--- src/rtl/cu_pkg.sv ---
// Shared encodings for the computational unit: bus source codes, load strobe indices
// and ALU function codes.
package cu_pkg;

  localparam logic [3:0] SRC_X0    = 4'd0;
  localparam logic [3:0] SRC_X1    = 4'd1;
  localparam logic [3:0] SRC_Y0    = 4'd2;
  localparam logic [3:0] SRC_Y1    = 4'd3;
  localparam logic [3:0] SRC_R     = 4'd4;
  localparam logic [3:0] SRC_M     = 4'd5;
  localparam logic [3:0] SRC_I     = 4'd6;
  localparam logic [3:0] SRC_DM    = 4'd7;
  localparam logic [3:0] SRC_IR    = 4'd8;
  localparam logic [3:0] SRC_IPINS = 4'd9;

  localparam int unsigned EN_X0   = 0;
  localparam int unsigned EN_X1   = 1;
  localparam int unsigned EN_Y0   = 2;
  localparam int unsigned EN_Y1   = 3;
  localparam int unsigned EN_R    = 4;
  localparam int unsigned EN_M    = 5;
  localparam int unsigned EN_I    = 6;
  localparam int unsigned EN_DM   = 7;
  localparam int unsigned EN_OREG = 8;

  typedef enum logic [2:0] {
    AluNeg   = 3'b000,
    AluSub   = 3'b001,
    AluAdd   = 3'b010,
    AluMulHi = 3'b011,
    AluMulLo = 3'b100,
    AluXor   = 3'b101,
    AluAnd   = 3'b110,
    AluNot   = 3'b111
  } alu_op_t;

endpackage

--- src/rtl/cu_alu.sv ---
// Combinational ALU; codes 000 and 111 become NOPs when nib3 is set.
module cu_alu
  import cu_pkg::*;
#(
  parameter int unsigned DATA_W = 4
) (
  input  logic [DATA_W-1:0] x,
  input  logic [DATA_W-1:0] y,
  input  alu_op_t           op,
  input  logic              nib3,
  output logic [DATA_W-1:0] result,
  output logic              is_nop
);

  logic [2*DATA_W-1:0] prod;
  assign prod = {{DATA_W{1'b0}}, x} * {{DATA_W{1'b0}}, y};

  always_comb begin
    result = '0;
    is_nop = 1'b0;
    case (op)
      AluNeg: begin
        result = '0 - x;
        is_nop = nib3;
      end
      AluSub:   result = x - y;
      AluAdd:   result = x + y;
      AluMulHi: result = prod[2*DATA_W-1:DATA_W];
      AluMulLo: result = prod[DATA_W-1:0];
      AluXor:   result = x ^ y;
      AluAnd:   result = x & y;
      AluNot: begin
        result = ~x;
        is_nop = nib3;
      end
      default: result = '0;
    endcase
  end

endmodule

--- src/rtl/computational_unit.sv ---
// Datapath stage: register file, data bus mux, i post-modify, ALU result register and
// zero flag. All loads are gated by the decoder's one-hot reg_en strobes.
module computational_unit
  import cu_pkg::*;
#(
  parameter int unsigned DATA_W = 4
) (
  input  logic              clk,
  input  logic              reset,
  input  logic [8:0]        reg_en,
  input  logic [3:0]        source_sel,
  input  logic              x_sel,
  input  logic              y_sel,
  input  logic              i_sel,
  input  logic [DATA_W-1:0] ir_nibble,
  input  logic [DATA_W-1:0] i_pins,
  input  logic [DATA_W-1:0] dm_data,
  output logic [DATA_W-1:0] data_bus,
  output logic [DATA_W-1:0] dm_addr,
  output logic              dm_we,
  output logic [DATA_W-1:0] o_reg,
  output logic [DATA_W-1:0] x0,
  output logic [DATA_W-1:0] x1,
  output logic [DATA_W-1:0] y0,
  output logic [DATA_W-1:0] y1,
  output logic [DATA_W-1:0] r,
  output logic [DATA_W-1:0] m,
  output logic [DATA_W-1:0] i,
  output logic              zero_flag,
  output logic [DATA_W+3:0] from_CU
);

  logic [DATA_W-1:0] x0_q, x0_d, x1_q, x1_d, y0_q, y0_d, y1_q, y1_d;
  logic [DATA_W-1:0] r_q, r_d, m_q, m_d, i_q, i_d, o_reg_q, o_reg_d;
  logic              zf_q, zf_d;
  logic [DATA_W-1:0] alu_x, alu_y, alu_result;
  logic              alu_nop;

  // Bus sources are register outputs, so same-cycle read+load sees the old value.
  always_comb begin
    data_bus = '0;
    case (source_sel)
      SRC_X0:    data_bus = x0_q;
      SRC_X1:    data_bus = x1_q;
      SRC_Y0:    data_bus = y0_q;
      SRC_Y1:    data_bus = y1_q;
      SRC_R:     data_bus = r_q;
      SRC_M:     data_bus = m_q;
      SRC_I:     data_bus = i_q;
      SRC_DM:    data_bus = dm_data;
      SRC_IR:    data_bus = ir_nibble;
      SRC_IPINS: data_bus = i_pins;
      default:   data_bus = '0;
    endcase
  end

  assign alu_x = x_sel ? x1_q : x0_q;
  assign alu_y = y_sel ? y1_q : y0_q;

  cu_alu #(
    .DATA_W(DATA_W)
  ) u_alu (
    .x     (alu_x),
    .y     (alu_y),
    .op    (alu_op_t'(ir_nibble[2:0])),
    .nib3  (ir_nibble[3]),
    .result(alu_result),
    .is_nop(alu_nop)
  );

  always_comb begin
    x0_d    = reg_en[EN_X0] ? data_bus : x0_q;
    x1_d    = reg_en[EN_X1] ? data_bus : x1_q;
    y0_d    = reg_en[EN_Y0] ? data_bus : y0_q;
    y1_d    = reg_en[EN_Y1] ? data_bus : y1_q;
    m_d     = reg_en[EN_M] ? data_bus : m_q;
    o_reg_d = reg_en[EN_OREG] ? data_bus : o_reg_q;
    i_d     = i_q;
    if (reg_en[EN_I]) begin
      i_d = i_sel ? (i_q + m_q) : data_bus;
    end
    r_d  = r_q;
    zf_d = zf_q;
    if (reg_en[EN_R] && !alu_nop) begin
      r_d  = alu_result;
      zf_d = (alu_result == '0);
    end
  end

  always_ff @(posedge clk or posedge reset) begin
    if (reset) begin
      x0_q    <= '0;
      x1_q    <= '0;
      y0_q    <= '0;
      y1_q    <= '0;
      r_q     <= '0;
      m_q     <= '0;
      i_q     <= '0;
      o_reg_q <= '0;
      zf_q    <= 1'b0;
    end else begin
      x0_q    <= x0_d;
      x1_q    <= x1_d;
      y0_q    <= y0_d;
      y1_q    <= y1_d;
      r_q     <= r_d;
      m_q     <= m_d;
      i_q     <= i_d;
      o_reg_q <= o_reg_d;
      zf_q    <= zf_d;
    end
  end

  assign x0        = x0_q;
  assign x1        = x1_q;
  assign y0        = y0_q;
  assign y1        = y1_q;
  assign r         = r_q;
  assign m         = m_q;
  assign i         = i_q;
  assign o_reg     = o_reg_q;
  assign zero_flag = zf_q;
  assign dm_addr   = i_q;
  assign dm_we     = reg_en[EN_DM];
  assign from_CU   = {data_bus, ir_nibble[2:0], zf_q};

endmodule
--- config.mk ---
export PLATFORM = sky130hd
export DESIGN_NAME = computational_unit
export DESIGN_NICKNAME = d
export VERILOG_FILES = /design/src/rtl/cu_pkg.sv /design/src/rtl/cu_alu.sv /design/src/rtl/computational_unit.sv
export SDC_FILE = /design/constraint.sdc
export NUM_CORES = 1
export LEC_CHECK = 0
export BUFFER_PORTS_ARGS = -buffer_cell sky130_fd_sc_hd__clkbuf_2
export CAP_MARGIN = 20
export CORE_ASPECT_RATIO = 1.75
export CORE_UTILIZATION = 57
export CTS_CLUSTER_DIAMETER = 150
export DETAILED_ROUTE_END_ITERATION = 6
export PLACE_DENSITY = 0.86
export SKIP_LAST_GASP = 1
export SYNTH_ARGS = -nofsm -noshare
export SYNTH_HDL_FRONTEND = slang
export SYNTH_SLANG_ARGS = --single-unit
--- constraint.sdc ---
create_clock -name clk -period 7.3 [get_ports clk]
set_input_delay 1.095 -clock clk [delete_from_list [all_inputs] [get_ports clk]]
set_output_delay 1.095 -clock clk [all_outputs]
set_load 0.01 [all_outputs]
==> summary.md <==
| Metric | Value |
|---|---|
| Status | `completed` |
| Residual DRC count | `0` |
| Setup crit start kind | `primary input` |
| Pre-antenna DRT Iters | `5` |
| Area grow syn2layout | `14.1%` |
| WP buf/inv | `3` |
| Syn_area_per_cell | `8.83 µm²` |
| Fin util | `0.685` |
| Clock power frac | `0.209` |
| Via Count | `2,591` |
| Wirelength per Cell | `17.1 µm` |
| Detailed placement HPWL | `5820 µm` |
| Final Hold Vio Count | `0` |
| CP Class | `primary input to flip-flop` |
| Die area | `5300 µm²` |
| Critical path's top delay family | `compound AO/OA/AOI/OAI gates` |
| Crit path from | `x_sel` |
| Total CTS buffers | `5` |
| Post-synthesis xor/xnor area fraction | `0.0338` |
| Final net count | `437` |
| Initial antenna violation count | `0` |
| Io pins | `80` |
| Slowest-stage cell, CP | `mux2i_1` |
| Gate Count Post-Synth | `323` |
| Setup violators final | `0` |
| Comb pwr share | `0.480` |
| Synthesized flop and latch total | `33` |
| Share of cells above drive strength 1 | `0.264` |
| Pins Over Slew Limit | `0` |
| CTS clk-pin slew, worst paths | `60 ps` |
| RR Endpoint | `zero_flag` |
| Die width | `55.5 µm` |
| Post-CTS setup buffer count | `0` |
| Initial Util | `0.601` |
| Vias per cell | `6.01` |
| Core Rows | `33` |
| Largest family of logic cells by synthesized area | `compound AO/OA/AOI/OAI gates` |
| Power density over the cells | `260 nW/µm²` |
| H-tree Lvls | `2` |
| Distinct cells, synth | `55` |
| Highest clock rate | `0.230 GHz` |
| Critical Path Fanout Max | `6` |
| RSZ-0062 raised after global routing | `false` |
| Synth Cell Area | `2850 µm²` |
| Routed Antenna Nets | `0` |
| Inst Count DP | `423` |
| Required time worst endpoint | `7530 ps` |
| Crit end category | `flip-flop` |
| Asr flop ratio synth | `1.00` |
| Worst Clk Skew | `2.83 ps` |
| Critical-path cell list | `clkbuf_2 -> mux2i_1 -> inv_1 -> nand2_1 -> fa_1 -> inv_1 -> fa_1 -> ha_1 -> a211oi_1 -> o21bai_1 -> a21oi_1 -> o221ai_1 -> o31ai_1 -> a22o_1` |
| Syn Nets | `382` |
| Sw frac | `0.399` |
| Peak supply drop | `206 µV` |
| Pre-CTS WS | `2670 ps` |
| GRT overflow | `0` |
| Synth Area in Adders | `0.143` |
| Worst R2R Path Depth | `13` |
| Main synth FF type | `dfrtp_1` |
| Vias in the first global route | `2,540` |
| RR Startpoint | `x1[2]` |
| Post-synth EDFFs | `0` |
| # fillers | `374` |
| Worst Max-Slew Pin Slew | `777 ps` |
| First-pass GRT wire length | `11,800 µm` |
| Cts repair resizes | `0` |
| Compound-Gate Fraction of Synth Area | `0.193` |
| Worst-skew pair later-pin latency | `290 ps` |
| Max-cap viol count | `0` |
| Clock sinks | `33` |
| N_diodes | `0` |
| Internal | `509 µW` |
| Largest net degree at the start of global routing | `34` |
| Tmin final | `4350 ps` |
| Reg power frac | `0.310` |
| Fin cells | `431` |
| Worst Path Arrival | `4580 ps` |
| Leak Pwr | `1.67 nW` |
| Slowest stage delay, CP | `500 ps` |
| Register area share after synthesis | `0.290` |
| Hold Path Class | `flip-flop to flip-flop` |
| Setup_tns | `0 ps` |
| Period utilization | `0.597` |
| GPL Wtd Cong | `0.970` |
| Worst slew margin | `0.482` |
| PortBufs | `77` |
| Global-route usage over all layers | `0.290` |
| Levels on crit path | `14` |
| Pwr Total | `847 µW` |
| CTS Hold Bufs | `0` |
| Synth warn | `0` |
| Clock tree buffer depth | `2` |
| Simple-gate share of the synthesized area | `0.140` |
| P_sw | `338 µW` |
| Clk root buf | `clkbuf_8` |
| Hold Slack | `530 ps` |
| Initial DRC count | `86` |
| Die Y-Extent | `95.6 µm` |
| CP Capture Point | `zero_flag` |
| CTS tree | `built` |
| Mux cell area share after synthesis | `0.106` |
| Worst setup margin | `2950 ps` |
| Fin area | `3250 µm²` |
| Placed Area | `3140 µm²` |
| R2R setup slack | `3540 ps` |
| Final wirelength | `7380 µm` |
| Core Footprint | `4750 µm²` |
==> cell usage after synthesis (all sizes together) (2+ instances only) <==
cell type / instances / area [µm²]
nor3: 5 / 30.0
a31oi: 2 / 12.5
dfrtp: 33 / 826
o22ai: 2 / 12.5
o2bb2ai: 3 / 26.3
a22oi: 6 / 45.0
nor2: 45 / 169
mux2: 6 / 67.6
xor2: 4 / 35.0
xnor2: 7 / 61.3
a32o: 2 / 20.0
nand2: 13 / 48.8
mux4: 3 / 67.6
and2: 2 / 12.5
nand3: 7 / 35.0
nor3b: 3 / 22.5
buf: 27 / 165
clkbuf: 4 / 15.0
a21oi: 36 / 180
a21o: 2 / 15.0
mux2i: 16 / 168
ha: 23 / 288
a22o: 4 / 35.0
inv: 24 / 90.1
nor2b: 7 / 43.8
fa: 6 / 120
o21ai: 10 / 50.1
a221oi: 3 / 38.8
==> logic make-up after synthesis <==
logic type,after synthesis
fa+ha+maj,29
buf+inv,55
simple gates,87
mux,25
flops,33
compound gates,83
xor+xnor,11
==> power groups by stage <==
stage | combinational [mW] | clock, mW | sequential, mW
5_1_grt | 0.454 | 0.184 | 0.268
4_1_cts | 0.407 | 0.178 | 0.262
2_1_floorplan | 0.278 | 0 | 0.271
3_3_place_gp | 0.395 | 0 | 0.265
3_5_place_dp | 0.405 | 0 | 0.265
6_report | 0.407 | 0.177 | 0.263
==> metal layers <==
metal	vias up	global-route usage	routed length, µm
met2	112	0.542	4050
met5	-	0	0
met1	1214	0.305	2630
met3	24	0.0366	357
met4	0	0.179	343
li1	1241	-	-
==> cells in the final DEF, fill, tap and decap left out, types with 5 or more instances in the layout <==
| cell type | n |
|---|---|
| mux2i_1 | 14 |
| mux2_2 | 5 |
| o21ai_0 | 8 |
| ha_1 | 23 |
| clkbuf_2 | 77 |
| nor2b_1 | 7 |
| inv_1 | 24 |
| fa_1 | 6 |
| dfrtp_1 | 33 |
| clkbuf_8 | 6 |
| a22oi_1 | 6 |
| xnor2_1 | 7 |
| nor2_1 | 45 |
| nand2_1 | 13 |
| a21oi_1 | 36 |
| nand3_1 | 7 |
==> how the worst min path moves through the flow <==
stage	cells past startpoint	start	to	slack, ps
2_1_floorplan	2	r[3]	r[3]	530
3_3_place_gp	2	o_reg[2]	o_reg[2]	510
3_5_place_dp	1	r[2]	r[2]	520
4_1_cts	2	o_reg[2]	o_reg[2]	540
5_1_grt	2	o_reg[2]	o_reg[2]	550
6_report	2	o_reg[2]	o_reg[2]	530
==> worst min-delay path: stages (launching register included) <==
cell and delay (ps):
dfrtp_1 350, nor2_1 40, a21oi_1 100
==> layout make-up <==
type | instances | area (µm²) | area share
timing repair buffer | 79 | 400 | 0.123
sequential | 33 | 826 | 0.254
clock inverter | 1 | 30.0 | 0.00923
tap | 52 | 65.1 | 0.0200
clock buffer | 7 | 86.3 | 0.0265
multi-input combinational | 235 | 1760 | 0.540
inverter | 24 | 90.1 | 0.0277
(Power assumes the default switching activity.)
